**src/rtl/mips_pkg.sv**
```systemverilog
// Shared encodings for the MIPS load/store unit: access sizes, FSM states, bus timeout default.
// Pure declarations; no latency or flow control of its own.
package mips_pkg;

    localparam logic [1:0] SZ_BYTE = 2'b00;
    localparam logic [1:0] SZ_HALF = 2'b01;
    localparam logic [1:0] SZ_WORD = 2'b10;

    localparam int TIMEOUT_DEFAULT = 255;

    typedef enum logic [1:0] {
        ST_IDLE = 2'b00,
        ST_REQ  = 2'b01,
        ST_DONE = 2'b10
    } lsu_state_t;

endpackage

```
**src/rtl/lsu_lane_align.sv**
```systemverilog
// Byte-lane steering for stores, lane select plus sign/zero extension for loads, alignment check.
// Purely combinational (0 cycles); no flow control.
module lsu_lane_align
    import mips_pkg::*;
(
    input  logic [1:0]  i_st_size,
    input  logic [1:0]  i_st_off,
    input  logic [31:0] i_st_data,
    input  logic [1:0]  i_ld_size,
    input  logic [1:0]  i_ld_off,
    input  logic        i_ld_unsigned,
    input  logic [31:0] i_ld_raw,
    output logic [3:0]  o_be,
    output logic [31:0] o_wdata,
    output logic [31:0] o_ld_data,
    output logic        o_misalign
);

    logic [7:0]  w_byte;
    logic [15:0] w_half;
    logic        w_sx;

    always_comb begin
        o_be       = 4'b1111;
        o_wdata    = i_st_data;
        o_misalign = 1'b0;
        case (i_st_size)
            SZ_BYTE: begin
                o_be    = 4'b0001 << i_st_off;
                o_wdata = {4{i_st_data[7:0]}};
            end
            SZ_HALF: begin
                o_be       = i_st_off[1] ? 4'b1100 : 4'b0011;
                o_wdata    = {2{i_st_data[15:0]}};
                o_misalign = i_st_off[0];
            end
            // size 11 is handled exactly like a word
            default: o_misalign = (i_st_off != 2'b00);
        endcase
    end

    assign w_byte = i_ld_raw[{i_ld_off, 3'b000} +: 8];
    assign w_half = i_ld_off[1] ? i_ld_raw[31:16] : i_ld_raw[15:0];
    assign w_sx   = ~i_ld_unsigned;

    always_comb begin
        o_ld_data = i_ld_raw;
        case (i_ld_size)
            SZ_BYTE: o_ld_data = {{24{w_sx & w_byte[7]}}, w_byte};
            SZ_HALF: o_ld_data = {{16{w_sx & w_half[15]}}, w_half};
            default: o_ld_data = i_ld_raw;
        endcase
    end

endmodule

```
**src/rtl/mips_lsu.sv**
```systemverilog
// MIPS datapath load/store unit: IDLE/REQ/DONE bus handshake, min 3 cycles per access.
// Stalls the datapath from request until DONE; waits for bus_ack up to TIMEOUT cycles.
module mips_lsu
    import mips_pkg::*;
#(
    parameter int TIMEOUT = TIMEOUT_DEFAULT
) (
    input  logic        clk,
    input  logic        reset,
    input  logic        mem_rd,
    input  logic        mem_wrt,
    input  logic [1:0]  size,
    input  logic        ld_unsigned,
    input  logic [31:0] addr,
    input  logic [31:0] wr_data,
    output logic [31:0] rd_data,
    output logic        stall,
    output logic        align_err,
    output logic        bus_req,
    output logic        bus_we,
    output logic [31:0] bus_addr,
    output logic [3:0]  bus_be,
    output logic [31:0] bus_wdata,
    input  logic        bus_ack,
    input  logic [31:0] bus_rdata,
    output logic        bus_err
);

    lsu_state_t  r_state;
    lsu_state_t  w_state_nxt;

    logic        r_bus_req;
    logic        r_bus_we;
    logic [31:0] r_bus_addr;
    logic [3:0]  r_bus_be;
    logic [31:0] r_bus_wdata;
    logic        r_bus_err;
    logic [31:0] r_rd_data;
    logic [1:0]  r_size;
    logic [1:0]  r_off;
    logic        r_uns;
    logic [31:0] r_cnt;

    logic [31:0] w_cnt_nxt;
    logic        w_start;
    logic        w_ack;
    logic        w_timeout;
    logic        w_align;
    logic        w_misalign;
    logic [3:0]  w_be;
    logic [31:0] w_wdata;
    logic [31:0] w_ld_data;

    lsu_lane_align u_lane (
        .i_st_size     (size),
        .i_st_off      (addr[1:0]),
        .i_st_data     (wr_data),
        .i_ld_size     (r_size),
        .i_ld_off      (r_off),
        .i_ld_unsigned (r_uns),
        .i_ld_raw      (bus_rdata),
        .o_be          (w_be),
        .o_wdata       (w_wdata),
        .o_ld_data     (w_ld_data),
        .o_misalign    (w_misalign)
    );

    assign w_cnt_nxt = r_cnt + 32'd1;

    always_ff @(posedge clk or negedge reset) begin
        if (!reset) r_state <= ST_IDLE;
        else        r_state <= w_state_nxt;
    end

    // reset gates the IDLE decode so stall/align_err stay low while reset is held
    always_comb begin
        w_state_nxt = r_state;
        w_start     = 1'b0;
        w_ack       = 1'b0;
        w_timeout   = 1'b0;
        w_align     = 1'b0;
        stall       = 1'b0;
        case (r_state)
            ST_IDLE: begin
                if ((mem_rd || mem_wrt) && reset) begin
                    if (w_misalign) begin
                        w_align = 1'b1;
                    end else begin
                        w_start     = 1'b1;
                        stall       = 1'b1;
                        w_state_nxt = ST_REQ;
                    end
                end
            end
            ST_REQ: begin
                stall = 1'b1;
                if (bus_ack) begin
                    w_ack       = 1'b1;
                    w_state_nxt = ST_DONE;
                end else if ((TIMEOUT != 0) && (w_cnt_nxt == 32'(TIMEOUT))) begin
                    w_timeout   = 1'b1;
                    w_state_nxt = ST_DONE;
                end
            end
            ST_DONE: w_state_nxt = ST_IDLE;
            default: w_state_nxt = ST_IDLE;
        endcase
    end

    always_ff @(posedge clk or negedge reset) begin
        if (!reset) begin
            r_bus_req   <= 1'b0;
            r_bus_we    <= 1'b0;
            r_bus_addr  <= '0;
            r_bus_be    <= '0;
            r_bus_wdata <= '0;
            r_bus_err   <= 1'b0;
            r_rd_data   <= '0;
            r_size      <= SZ_WORD;
            r_off       <= '0;
            r_uns       <= 1'b0;
            r_cnt       <= '0;
        end else begin
            r_bus_err <= w_timeout;
            if (w_start) begin
                r_bus_req   <= 1'b1;
                r_bus_we    <= mem_wrt;
                r_bus_addr  <= {addr[31:2], 2'b00};
                r_bus_be    <= w_be;
                r_bus_wdata <= w_wdata;
                r_size      <= size;
                r_off       <= addr[1:0];
                r_uns       <= ld_unsigned;
                r_cnt       <= '0;
            end else if (r_state == ST_REQ) begin
                r_cnt <= w_cnt_nxt;
            end
            if (w_ack || w_timeout) r_bus_req <= 1'b0;
            if (w_ack && !r_bus_we) r_rd_data <= w_ld_data;
            if (w_timeout || w_align) r_rd_data <= '0;
        end
    end

    assign rd_data   = w_align ? 32'd0 : r_rd_data;
    assign align_err = w_align;
    assign bus_req   = r_bus_req;
    assign bus_we    = r_bus_we;
    assign bus_addr  = r_bus_addr;
    assign bus_be    = r_bus_be;
    assign bus_wdata = r_bus_wdata;
    assign bus_err   = r_bus_err;

endmodule

```
**config.mk**
```make
export PLATFORM = sky130hd
export DESIGN_NAME = mips_lsu
export DESIGN_NICKNAME = d
export VERILOG_FILES = /design/src/rtl/mips_pkg.sv /design/src/rtl/lsu_lane_align.sv /design/src/rtl/mips_lsu.sv
export SDC_FILE = /design/constraint.sdc
export NUM_CORES = 1
export LEC_CHECK = 0
export ABC_AREA = 1
export BUFFER_PORTS_ARGS = -buffer_cell sky130_fd_sc_hd__buf_2
export CORE_ASPECT_RATIO = 1.75
export CORE_MARGIN = 3
export CORE_UTILIZATION = 45
export CTS_CLUSTER_SIZE = 30
export DETAILED_ROUTE_END_ITERATION = 8
export PLACE_DENSITY = 0.79
export SLEW_MARGIN = 20
export SYNTH_ARGS = -nofsm -noshare
export SYNTH_HDL_FRONTEND = slang
export SYNTH_SLANG_ARGS = --single-unit
```
**constraint.sdc**
```tcl
create_clock -name clk -period 5.8 [get_ports clk]
set_input_delay 0.29 -clock clk [delete_from_list [all_inputs] [get_ports clk]]
set_output_delay 0.29 -clock clk [all_outputs]
set_load 0.03 [all_outputs]
```
; After elaboration in Yosys (flattened, before gate mapping)
; Index checks and enable logic that the tools add are counted.
[word_totals]
n_memories = 0
ram_bits = 0
output_inout_bits = 105
mem_bits_ro = 0
word_cells = 69
latchBits = 0
regBits = 140
[classes]
mux = 30
n_lt_le_gt_ge = 0
n_bitwise = 3
mul = 0
n_reduce_logical = 14
shift = 2
div_mod_pow = 0
addsub = 1
eq_ne = 7
[ops]
columns = operator, n
row1 = $mux 32, 5
row2 = $pmux 32 s2, 2
row3 = $add 32x1->32 const B, 1
row4 = $eq 32x8->1 const B, 1
row5 = $shiftx 32x6->8, 1
row6 = $mux 16, 1
row7 = $mux 1, 13
row8 = $mux 2, 4
row9 = $pmux 4 s2, 1
row10 = $reduce_bool 2->1, 4
row11 = $eq 2x1->1 const B, 3
row12 = $logic_not 2->1, 3
row13 = $mux 4, 1
row14 = $ne 2x2->1 const B, 2
row15 = $pmux 1 s2, 2
row16 = $pmux 2 s2, 1
row17 = $shl 1x2->4 const A, 1
row18 = $logic_or 1x1->1, 3
row19 = $ne 3x3->1 const B, 1
row20 = $reduce_and 3->1, 1
row21 = $and 1x1->1, 2
row22 = $logic_and 1x1->1, 2
row23 = $logic_not 1->1, 1
row24 = $not 1->1, 1

; Longest topological paths before layout
; Gate-level depths: netlist (run 1).
[logic_depth]
ltp_word = 7
depth_mapped = 16
ltp_nobuf = 15

; Modules after synthesis
; A second synthesis (run 1) with hierarchy kept.
[unflattened]
cells_unflattened = 992
area_unflattened_um2 = 7935.1
[by_module_without_submodules]
columns = module, instances, cells_each, area_each_um2, seq_area_each_um2
row1 = mips_lsu, 1, 744, 6670.1, 3504.6
row2 = lsu_lane_align, 1, 248, 1265.0, 0.0

; Least setup slack after synthesis (run 1)
; No wires, ideal clock.
[synth_timing]
kind = register to register
from = register r_cnt[1]
to = register r_rd_data[17]
path_buffers = 1
path_stages_with_launch = 16
path_slack_ns = 3.750
arrival_time_ns = 1.928
synth_period_minus_slack_ns = 2.050
path_cell_list = dfrtp_1 -> ha_1 -> nand2_2 -> nor2_4 -> nand2_1 -> nor2_2 -> nand2_1 -> nand2_1 -> nand2_1 -> nor2_1 -> nand3_1 -> nor2_2 -> nand3_2 -> nand2_4 -> buf_6 -> nor2_2
[synth_via]
elab_chain_cells = 7
[synth_lines]
columns = item, line_no
row1 = "start, declared", mips_lsu.sv:42  ; logic [31:0] r_cnt;
row2 = "start signal, assigned", mips_lsu.sv:136  ; r_cnt <= w_cnt_nxt;
row3 = $add 32x1->32 (*), mips_lsu.sv:68  ; assign w_cnt_nxt = r_cnt + 32'd1;
row4 = $eq 32x8->1 (*), mips_lsu.sv:100  ; end else if ((TIMEOUT != 0) && (w_cnt_nxt == 32'(TIMEOUT))) begin
row5 = $mux 1 (*), mips_lsu.sv:100
row6 = $mux 1 (*), mips_lsu.sv:97  ; if (bus_ack) begin
row7 = $mux 1 (*), mips_lsu.sv:83  ; case (r_state)
row8 = $logic_or 1x1->1 (*), mips_lsu.sv:140  ; if (w_timeout || w_align) r_rd_data <= '0;
row9 = $mux 32 / $reduce_bool 2->1 (equally long branches), n/a
row10 = "end signal, assigned", mips_lsu.sv:139  ; if (w_ack && !r_bus_we) r_rd_data <= w_ld_data;
row11 = "end, declared", mips_lsu.sv:38  ; logic [31:0] r_rd_data;
; Every way passes the cells marked *; elsewhere a longest branch is shown, timed or not.
; A chain may end at the register's enable or synchronous reset.

; Worst setup path after layout (run 1)
[layout_timing]
from = input port reset
to = output port stall
[layout_via]
elab_chain_cells = 3
[layout_lines]
columns = item, line_no
row1 = "start, declared", mips_lsu.sv:9  ; input logic reset,
row2 = $logic_and 1x1->1, mips_lsu.sv:85  ; if ((mem_rd || mem_wrt) && reset) begin
row3 = $mux 1, mips_lsu.sv:85
row4 = $pmux 1 s2, mips_lsu.sv:83
row5 = "end, declared", mips_lsu.sv:17  ; output logic stall,
; Every way passes these cells.

==> metrics.md, run 1 <==
| Metric | Value |
|---|---|
| Fin Hold WS | `0.0660 ns` |
| Post-synthesis compound-gate area fraction | `0.123` |
| Wirelength, routed | `21100 um` |
| DR WL met3 | `1170 um` |
| Sw Ratio | `0.434` |
| CP Class | `in2out` |
| Top cell type's share of synthesized area | `0.469` |
| Share of layout cells above drive strength 1 | `0.226` |
| Placer Congestion | `0.899` |
| CTS Buffer Depth | `2` |
| Total CTS buffers | `17` |
| Synth cell count leaders | `nand2_1 (346), nor2_1 (149), dfrtp_1 (139)` |
| Worst reg-to-reg setup slack | `2.84 ns` |
| Post-DP Area | `8540 um^2` |
| Wire per inst | `between 10 and 15 um` |
| Logic pwr share | `0.403` |
| Root buf cell | `clkbuf_16` |
| Startpoint type of the worst setup path | `input port` |
| Core Rows | `61` |
| Layout Cell Area excl Fill | `9170 um^2` |
| Post-cts resize count | `0` |
| Number of global-route vias before repair | `a little over 7k` |
| DRC viols | `0` |
| Global-route wire length before repair | `between 30000 and 40000 um` |
| Routed Antenna Nets | `0` |
| Largest family of logic cells by synthesized area | `simple AND/OR/NAND/NOR gates` |
| Clk pin slew, worst setup/hold paths | `0.06 ns` |
| TNS Setup | `0 ns` |
| Max Used Layer | `met4` |
| Drt via density | `between 5 and 6` |
| Tcrit/Tclk final | `0.555` |
| Synthesized area | `approximately 7400 um^2` |
| Seq/Total Area, Yosys | `0.472` |
| Total track usage | `0.235` |
| Crit. End Element | `output pin` |
| Post-Layout Cell Count | `1412` |
| Total area of sequential cells | `3500 um^2` |
| Register bit total from synthesis | `140` |
| Die area | `approximately 18000 um^2` |
| Leakage Power | `0.00484 uW` |
| DRT Pass-1 Iters | `5` |
| PwrDens | `500 nW/um^2` |
| Dominant cells by area after synthesis | `dfrtp_1 (47%), nand2_1 (18%), nor2_1 (7.5%)` |
| Arrival @ worst endpoint | `between 2 and 3 ns` |
| Post-synthesis mux area share | `0.00809` |
| Count of final setup violators | `0` |
| PortBufs | `206` |
| Fmax achieved | `311 MHz` |
| Least-Margin Pin Slew | `0.935 ns` |
| Min Tclk post-route | `about 3.2 ns` |
| Unique masters post-synth | `37` |
| Multi-input logic area | `~3400 um^2` |
| Met2 WL | `11000 um` |
| Unrepaired setup endpoints after global routing | `no` |
| Die height | `176 um` |
| Post-Synth Simple-Gate Area | `0.311` |
| Slew Limit Headroom | `0.376` |
| Inst Count DP | `between 1k and 1.5k` |
| Layout Nets | `1316` |
| Clock latency at the later pin of the worst-skew pair | `0.41 ns` |
| Fin. Hold Viols | `0` |
| Post-DP HPWL | `15500 um` |
| Fin. max-slew vios | `0` |
| Hold Path Class | `in2reg` |
| Syn avg cell area | `roughly 7.3 um^2` |
| Core area | `16000 um^2` |
| Syn Inst Count | `1021` |
| Worst VDD drop | `0.275 mV` |
| Sequential share of power | `0.349` |
| Grt total ovfl | `0` |
| Met1 WL | `between 8000 and 9000 um` |
| Cell taking the most area after synthesis | `dfrtp_1` |
| Initial Util | `0.463` |
| CTS tree | `yes` |
| Detailed Route Iter0 Violations | `around 390` |
| CP Max Fanout | `81` |
| Post-synth top flop | `dfrtp_1` |
| Post-Synth XOR/XNOR Area | `0.00708` |
| Most frequent cell after synthesis | `nand2_1` |
| Post-CTS Setup Bufs | `0` |
| Vias post-DR | `7355` |
| Internal power | `2590 uW` |
| Clk pwr share | `0.248` |
| Htree depth | `4` |
| Post-synthesis async set-or-reset flop share | `1.00` |
| # IOs | `roughly 210` |
| Fillers | `roughly 1.5k` |
| Initial antenna violation count | `1` |
| Critical Path RT | `5.51 ns` |
| Sw Pwr | `about 2000 uW` |
| Yosys warns | `0` |
| Status | `complete, no violations` |
| Clock tree sinks | `140` |
| P&R area growth vs syn | `23.6%` |
| Adder-Cell Fraction of Synth Area | `0.00337` |
| Number of enable flip-flop cells after synthesis | `0` |
| Die width | `a little over 100 um` |
| Clock Skew | `~0.013 ns` |
| Largest net degree at the start of global routing | `88` |
| Max-cap violations | `0` |
[layout make-up]
cell class,count,share of cell area
inverters,96,0.0393
repair buffers,212,0.118
multi-input cells,743,0.367
clock inverters,11,0.0173
diodes,1,0.000273
clock buffers,20,0.0498
well taps,189,0.0258
flip-flops and latches,140,0.382
[per-stage QoR]
stage	total power [uW]	utilization	setup slack [ns]
after floorplan	2880	-	3.75
after global placement	3420	0.533	2.96
after detailed placement	3460	0.533	2.86
after CTS	4610	0.572	2.53
after global routing	4880	0.572	2.29
final	4590	0.572	2.58
[sequential cells by signal (all words and copies together), names as in the netlist]
name       cells
bus_addr      30
bus_be         4
bus_err        1
bus_req        1
bus_wdata     32
bus_we         1
r_cnt         32
r_off          2
r_rd_data     32
r_size         2
r_state        2
r_uns          1
[cells in the final DEF (no fill, tap or decap), types with 2 or more instances in the layout]
master / count
xor2_1: 5
dfrtp_1: 139
o21ai_1: 5
o22ai_1: 13
nor2_4: 4
conb_1: 2
nand3_2: 2
mux2i_1: 6
clkbuf_8: 2
a21oi_1: 42
o221ai_1: 5
bufinv_16: 3
o211ai_1: 2
a22oi_1: 22
nor3_1: 2
nand4_1: 4
nand2_1: 345
o21a_1: 4
inv_1: 91
buf_2: 205
nand2_4: 2
inv_6: 3
nor2_2: 22
clkbuf_16: 17
clkinv_4: 4
a31oi_1: 2
o21ai_0: 61
clkinv_1: 4
buf_4: 5
nand2_2: 3
nand3_1: 35
nor2_1: 149
ha_1: 2
[path summary, 6_finish.rpt]
kind                         startpoint       endpoint  depth (start not counted)
max in group asynchronous         reset   bus_addr[25]                          3
max                               reset          stall                          8
min reg2reg                bus_wdata[0]   bus_wdata[0]                          2
min in group asynchronous         reset   bus_addr[15]                          2
max reg2reg                  r_state[1]  r_rd_data[28]                          6
min                            addr[17]   bus_addr[17]                          3
[layer usage]
layer	vias up	track usage
met5	-	0
met4	0	0.113
met3	61	0.0421
met2	300	0.406
met1	3383	0.274
li1	3611	-
[power groups by stage]
| stage | Sequential [uW] | Clock, uW | Combinational (uW) |
|---|---|---|---|
| after floorplan | 1890 | 0 | 985 |
| after global placement | 1600 | 0 | 1820 |
| after detailed placement | 1600 | 0 | 1860 |
| after CTS | 1590 | 1150 | 1860 |
| after global routing | 1640 | 1200 | 2030 |
| final | 1600 | 1140 | 1850 |
[kinds of logic (layout without fill, tap and decap cells)]
family / Yosys count / count (layout)
other: 1 / 3
AND/OR/NAND/NOR: 568 / 568
multiplexers: 6 / 6
XOR/XNOR: 6 / 6
AO/OA/AOI/OAI: 159 / 159
adder cells (fa/ha/maj): 2 / 2
buffers and inverters: 139 / 339
flip-flops: 140 / 140
[critical path, cell delays in order]
cell	delay, ns
dlygate4sd3_1	0.55
buf_6	0.30
o211a_1	0.26
nand2_2	0.07
inv_1	0.05
nor2_2	0.19
clkinv_1	0.70
buf_2	0.44
[timing repair]
action,in CTS,in global routing
hold buffers,1,0
hold endpoints to repair,78,0
setup endpoints to repair,0,0
No activity file was read; power rests on OpenSTA's default activity.
==> inputs of run 2 (changes only) <==
Settings changed: ABC_AREA 1 to 0, PLACE_DENSITY 0.79 to 0.81.
Clock period 5.8 ns to 2.9 ns, I/O delays scaled along.
==> metrics.md, run 2 <==
| Metric | Value |
|---|---|
| Detailed Route Iter0 Violations | `487 (+26%)` |
| Met2 GRT Util | `0.471 (+0.0645)` |
| Die area | `19500 um^2 (+7.8%)` |
| Gr busiest metal | `met2` |
| Placer Congestion | `0.992 (+10%)` |
| Worst VDD drop | `0.412 mV (+50%)` |
| Layout Nets | `1276 (-3.0%)` |
| Arrival @ worst endpoint | `3.07 ns (+0.14 ns)` |
| Register bit total from synthesis | `140 (unchanged)` |
| PortBufs | `206 (unchanged)` |
| # diodes | `0 (-1)` |
| Global-route wire length before repair | `40500 um (+19%)` |
| Vias post-DR | `8005 (+8.8%)` |
| Initial Util | `0.458 (-0.00509)` |
| DRC viols | `0 (unchanged)` |
| CP Max Fanout | `17 (-79%)` |
| Post-synth top flop | `dfrtp_1` |
| Core area | `17500 um^2 (+9.4%)` |
| Commonest non-fill, non-tap cells in the layout | `buf_2 (205), nand2_1 (191), dfrtp_1 (138)` |
| Wire per inst | `18.1 um (+21%)` |
| CP Class | `reg2reg` |
| Clk pin slew, worst setup/hold paths | `0.06 ns (about the same)` |
| Tcrit/Tclk final | `0.961` |
| Least-Margin Pin Slew | `0.964 ns (+0.0288 ns)` |
| Count of final setup violators | `0 (unchanged)` |
| Core Rows | `64 (+4.9%)` |
| Syn avg cell area | `8.65 um^2 (+19%)` |
| Number of enable flip-flop cells after synthesis | `0 (unchanged)` |
| Share of layout cells above drive strength 1 | `0.303 (+0.0768)` |
| Post-DP HPWL | `17200 um (+11%)` |
| Total area of sequential cells | `3510 um^2 (about the same)` |
| Initial antenna violation count | `0 (-1)` |
| Min Tclk post-route | `2.79 ns` |
| Seq/Total Area, Yosys | `0.436 (-0.0358)` |
| Post-synthesis async set-or-reset flop share | `1.00 (unchanged)` |
| Multi-input logic area | `4120 um^2 (+22%)` |
| Fin. max-slew vios | `0 (unchanged)` |
| Total track usage | `0.261 (+0.0264)` |
| Total CTS buffers | `17 (unchanged)` |
| Hold Path Class | `in2reg` |
| CP Cell Sequence | `nand2_1 > or3_4 > nor4_2 > xnor2_1 > nor4b_2 > and4_4 > clkbuf_16 > nor3_2` |
| Status | `complete, no violations` |
| Grt total ovfl | `0 (unchanged)` |
| Routed Antenna Nets | `0 (unchanged)` |
| Critical Path RT | `3.18 ns (-2.33 ns)` |
| Setup WS post-layout | `0.112 ns (-2.47 ns)` |
| Fin. Hold Viols | `0 (unchanged)` |
| Unique masters post-synth | `69 (+86%)` |
| # IOs | `209 (unchanged)` |
| Crit. End Element | `register` |
| Wirelength, routed | `25600 um (+21%)` |
| Drt via density | `5.66 (+8.7%)` |
| Synth cell count leaders | `nand2_1 (192), dfrtp_1 (139), o21ai_0 (78)` |
| Clock Skew | `0.0151 ns (+0.00218 ns)` |
| Leakage Power | `0.00530 uW (+9.5%)` |
| Inst Count DP | `1327 (-3.8%)` |
| CP max-delay cell | `dfrtp_1` |
| Max-cap violations | `0 (unchanged)` |
| Post-Layout Cell Count | `1414 (+0.14%)` |
| P&R area growth vs syn | `31.2%` |
| Worst stage delay on the critical path | `0.48 ns (-0.22 ns)` |
| CTS Buffer Depth | `2 (unchanged)` |
| Clock latency at the later pin of the worst-skew pair | `0.42 ns (about the same)` |
| Yosys warns | `0 (unchanged)` |
| Syn Inst Count | `928 (-9.1%)` |
| Met3 usage | `0.0418 (-0.000360)` |
| Number of global-route vias before repair | `8080 (+11%)` |
| Commonest non-fill, non-tap cell in the layout | `buf_2` |
| Met1 Use GR | `0.281 (+0.00677)` |
| DRT Pass-1 Iters | `9 (+4)` |
| Clock tree sinks | `140 (unchanged)` |
| Synthesized area | `8030 um^2 (+8.2%)` |
| Htree depth | `4 (unchanged)` |
| Die height | `183 um (+3.9%)` |
| PwrDens | `739 nW/um^2 (+48%)` |
| Slew Limit Headroom | `0.358 (-0.0185)` |
| Fmax achieved | `359 MHz` |
| Root buf cell | `clkbuf_16` |
| CTS tree | `yes` |
| Top cell type's share of synthesized area | `0.433 (-0.0356)` |
| Pre-CTS WS | `-0.0458 ns (-2.91 ns)` |
| Startpoint type of the worst setup path | `register` |
| Dominant cells by area after synthesis | `dfrtp_1 (43%), nand2_1 (9.0%), o21ai_0 (4.9%)` |
| Fillers | `1451 (-3.5%)` |
| Largest net degree at the start of global routing | `94 (+6.8%)` |
| Die width | `107 um (+3.8%)` |
| Cell taking the most area after synthesis | `dfrtp_1` |
| Most frequent cell after synthesis | `nand2_1` |
-- run 2: cell count changes after synthesis, moves of 21 or more --
cell,change
nor2_1,-100
inv_1,-66
nand2_1,-154
a21oi_1,+27
nand3_1,-22
clkbuf_1,+21
nor2_2,-21
and2_1,+34
mux2i_1,+23
nor3_2,+30
-- run 2: cell families (layout without fill, tap and decap cells) --
logic type                 after synthesis  after routing  synth area share
adders and majority gates                2              2           0.00312
muxes                                   37             37            0.0488
other                                    1              2          0.000467
xor gates and xnor gates                 8              8           0.00873
AOI/OAI and AO/OA                      226            226             0.173
DFF                                    140            140             0.436
and+or+nand+nor                        411            411             0.270
buffers and inverters                  103            357            0.0597
-- run 2: power by group --
group | internal (uW) | leakage [uW] | switching (uW)
combinational | 855 | 0.00317 | 1810
sequential | 2410 | 0.00182 | 325
clock | 1460 | 0.000305 | 920
total | 4730 | 0.00530 | 3060
-- run 2: cell type report --
class                   instances  area share
clock buffers                  18      0.0407
clock inverters                14      0.0194
inverters                      25     0.00890
multi-input cells             686       0.391
flip-flops and latches        140       0.333
well taps                     231      0.0274
repair buffers                300       0.180
-- run 2: per-layer routing --
layer / wire (um) / part of all wire / vias up
met5: 0 / 0 / -
met4: 1530 / 0.060 / 0
met3: 1250 / 0.049 / 108
met2: 13700 / 0.54 / 358
met1: 9090 / 0.36 / 3794
li1: - / - / 3745
-- run 2: final timing paths --
kind,cells past startpoint,endpoint,from,slack [ns]
max,8,r_rd_data[23],r_cnt[10],0.11
min,3,bus_wdata[23],wr_data[23],0.02
max reg2reg,8,r_rd_data[23],r_cnt[10],0.11
min reg2reg,2,bus_addr[5],bus_addr[5],0.47
max in group asynchronous,3,bus_addr[19],reset,1.66
min in group asynchronous,2,r_rd_data[19],reset,0.09
-- run 2: stage by stage --
stage	util	hold slack [ns]	instance area, um^2	setup TNS, ns	total power (uW)
2_1_floorplan	-	-0.151	8030	0	4470
3_5_place_dp	0.530	-0.0538	9290	-0.634	5330
6_report	0.601	0.0206	10500	0	7790
3_3_place_gp	0.530	-0.0555	9290	0	5260
5_1_grt	0.601	0.0280	10500	-0.0189	8190
4_1_cts	0.595	0.00500	10400	0	7800
-- run 2: what timing repair did --
item | in CTS | in global routing
gates cloned | 0 | 1
resized for setup | 2 | 13
setup buffers | 0 | 5
endpoints found under the hold margin | 105 | 0
hold buffers | 49 | 0
setup endpoints to repair | 33 | 36
pin swaps | 0 | 6
-- run 2: worst max-delay path: cells and delay by family, from the launching register on --
family,cells,cell delay (ns)
buffers and inverters,1,0.22
AND/OR/NAND/NOR,6,1.77
XOR/XNOR,1,0.19
flip-flops,1,0.48
==> inputs of run 3 (changes only) <==
Settings changed: BUFFER_PORTS_ARGS -buffer_cell sky130_fd_sc_hd__buf_2 to not set, DONT_BUFFER_PORTS set to 1, PLACE_DENSITY 0.81 to 0.71.
==> metrics.md, run 3 (synthesis gave the netlist of run 2 again) <==
| Metric | Value |
|---|---|
| CTS tree | `yes` |
| Die width | `107 um (unchanged)` |
| Met2 GRT Util | `0.441 (-0.0293)` |
| Die area | `19500 um^2 (unchanged)` |
| Met1 Use GR | `0.268 (-0.0122)` |
| P&R area growth vs syn | `22.2%` |
| Cell depth of the worst setup path | `9 (+1)` |
| Leakage Power | `0.00456 uW (-14%)` |
| Arrival @ worst endpoint | `3.10 ns (+0.03 ns)` |
| Grt total ovfl | `0 (unchanged)` |
| Violated checks | `negative hold slack` |
| Min Tclk post-route | `2.80 ns (+0.0109 ns)` |
| Slew Limit Headroom | `0.340 (-0.0174)` |
| Largest net degree at the start of global routing | `142 (+51%)` |
| Setup WS post-layout | `0.101 ns (-0.0109 ns)` |
| CP endpoint | `r_rd_data[7]` |
| Global-route wire length before repair | `38500 um (-4.9%)` |
| Wire per inst | `19.7 um (+8.6%)` |
| CP Max Fanout | `25 (+8)` |
| R2R cell count | `9 (+1)` |
| Worst reg-to-reg setup slack | `0.10 ns (about the same)` |
| RR Startpoint | `r_cnt[10]` |
| Clock latency at the later pin of the worst-skew pair | `0.42 ns (about the same)` |
| DRT Pass-1 Iters | `6 (-3)` |
| Placer Congestion | `0.967 (-2.5%)` |
| Fillers | `1530 (+5.4%)` |
| Clk pin slew, worst setup/hold paths | `0.06 ns (about the same)` |
| CTS Buffer Depth | `2 (unchanged)` |
| Critical path origin | `r_cnt[10]` |
| Share of layout cells above drive strength 1 | `0.168 (-0.134)` |
| Commonest non-fill, non-tap cell in the layout | `nand2_1` |
| Post-DP HPWL | `16400 um (-4.9%)` |
| Tcrit/Tclk final | `0.965 (+0.00377)` |
| CP Class | `reg2reg` |
| CP max-delay cell | `dfrtp_1` |
| Die height | `183 um (unchanged)` |
| Worst VDD drop | `0.512 mV (+24%)` |
| Hold buffers post-CTS | `71 (+45%)` |
| Fin. Hold Viols | `140 (+140)` |
| Number of global-route vias before repair | `7510 (-7.1%)` |
| Least-Margin Pin Slew | `0.986 ns (+0.0224 ns)` |
| Pre-CTS WS | `0.0580 ns (+0.104 ns)` |
| Clock tree sinks | `140 (unchanged)` |
| Drt via density | `5.95 (+5.2%)` |
| Max-cap violations | `0 (unchanged)` |
| Core area | `17500 um^2 (unchanged)` |
| Fin. max-slew vios | `0 (unchanged)` |
| Met3 usage | `0.0460 (+0.00425)` |
| Detailed Route Iter0 Violations | `596 (+22%)` |
| DRC viols | `0 (unchanged)` |
| Crit. End Element | `register` |
| # IOs | `209 (unchanged)` |
| Count of final setup violators | `0 (unchanged)` |
| Inst Count DP | `1150 (-13%)` |
| Fin Hold WS | `-0.576 ns (-0.596 ns)` |
| Initial antenna violation count | `0 (unchanged)` |
| Worst stage delay on the critical path | `0.47 ns (about the same)` |
| Layout Nets | `1116 (-13%)` |
| PwrDens | `729 nW/um^2 (-1.4%)` |
| PortBufs | `0 (-100%)` |
| Hold Path Class | `in2async` |
| Startpoint type of the worst setup path | `register` |
| Clock Skew | `0.0116 ns (-0.00353 ns)` |
| Routed Antenna Nets | `0 (unchanged)` |
| Initial Util | `0.458 (unchanged)` |
| # diodes | `0 (unchanged)` |
| Buf+Inv Stages, Crit Path | `2 (+1)` |
| Total track usage | `0.249 (-0.0121)` |
| Status | `complete, but fails checks` |
| Wirelength, routed | `24600 um (-3.9%)` |
| Htree depth | `4 (unchanged)` |
| Total CTS buffers | `17 (unchanged)` |
| Root buf cell | `clkbuf_16` |
| Gr busiest metal | `met2` |
| CP Cell Sequence | `nand2_2 > or3_1 > buf_4 > nor3_4 > nand4_2 > a2111oi_2 > and4_4 > buf_12 > nor3_2` |
| Commonest non-fill, non-tap cells in the layout | `nand2_1 (191), dfrtp_1 (137), o21ai_0 (78)` |
| Core Rows | `64 (unchanged)` |
| Critical Path RT | `3.20 ns (+0.02 ns)` |
| R2R Path End | `r_rd_data[7]` |
| Post-Layout Cell Count | `1252 (-11%)` |
| Fmax achieved | `357 MHz (-0.39%)` |
| CP top delay family | `simple AND/OR/NAND/NOR gates` |
| Vias post-DR | `7454 (-6.9%)` |
==> run 3: cell count changes in the layout (fill, tap and decap cells not counted), moves of 2 or more <==
| cell | delta |
|---|---|
| inv_6 | -3 |
| bufinv_16 | -2 |
| buf_4 | +24 |
| clkinv_2 | +2 |
| dlygate4sd3_1 | +21 |
| buf_12 | +2 |
| clkinv_4 | +3 |
| buf_2 | -205 |
==> run 3: cell type report <==
class	count	area [um^2]	share of cell area
clock inverters	13	143	0.0145
well taps	231	289	0.0295
repair buffers	140	1260	0.129
clock buffers	17	425	0.0434
multi-input cells	686	4090	0.417
inverters	25	93.8	0.00957
flip-flops and latches	140	3510	0.358
==> run 3: timing repair <==
action / in CTS / in global routing
buffers inserted: 0 / 1
endpoints found under the hold margin: 216 / 140
setup endpoints to repair: 0 / 33
gates resized for setup: 0 / 8
==> run 3: routing by layer <==
layer  part of all wire  routed length (um)
met1               0.35                8730
met2               0.53               13100
met3              0.055                1340
met4              0.058                1440
met5                  0                   0
==> run 3: worst min path at each step <==
stage	to	slack [ns]	startpoint
after CTS	r_rd_data[21]	-0.60	reset
after floorplan	bus_addr[10]	-0.15	reset
after detailed placement	r_rd_data[20]	-0.15	reset
after global routing	r_rd_data[20]	-0.60	reset
after global placement	r_rd_data[20]	-0.15	reset
final	r_rd_data[20]	-0.58	reset
==> run 3: power by group <==
group / total (uW) / internal [uW] / leakage (uW) / switching [uW]
clock network: 2140 / 1260 / 0.000276 / 878
logic: 1660 / 610 / 0.00246 / 1050
registers: 3350 / 2400 / 0.00182 / 947
total: 7150 / 4280 / 0.00456 / 2870
==> run 3: through the flow <==
| step | total power [uW] | cell area [um^2] | hold WS, ns | util | setup TNS (ns) |
|---|---|---|---|---|---|
| detailed placement | 4900 | 8490 | -0.146 | 0.484 | 0 |
| global placement | 4850 | 8490 | -0.146 | 0.484 | 0 |
| finish | 7150 | 9810 | -0.576 | 0.559 | 0 |
| global route | 7480 | 9810 | -0.604 | 0.559 | -0.166 |
| CTS | 7150 | 9780 | -0.598 | 0.558 | 0 |
| floorplan | 4470 | 8030 | -0.151 | - | 0 |
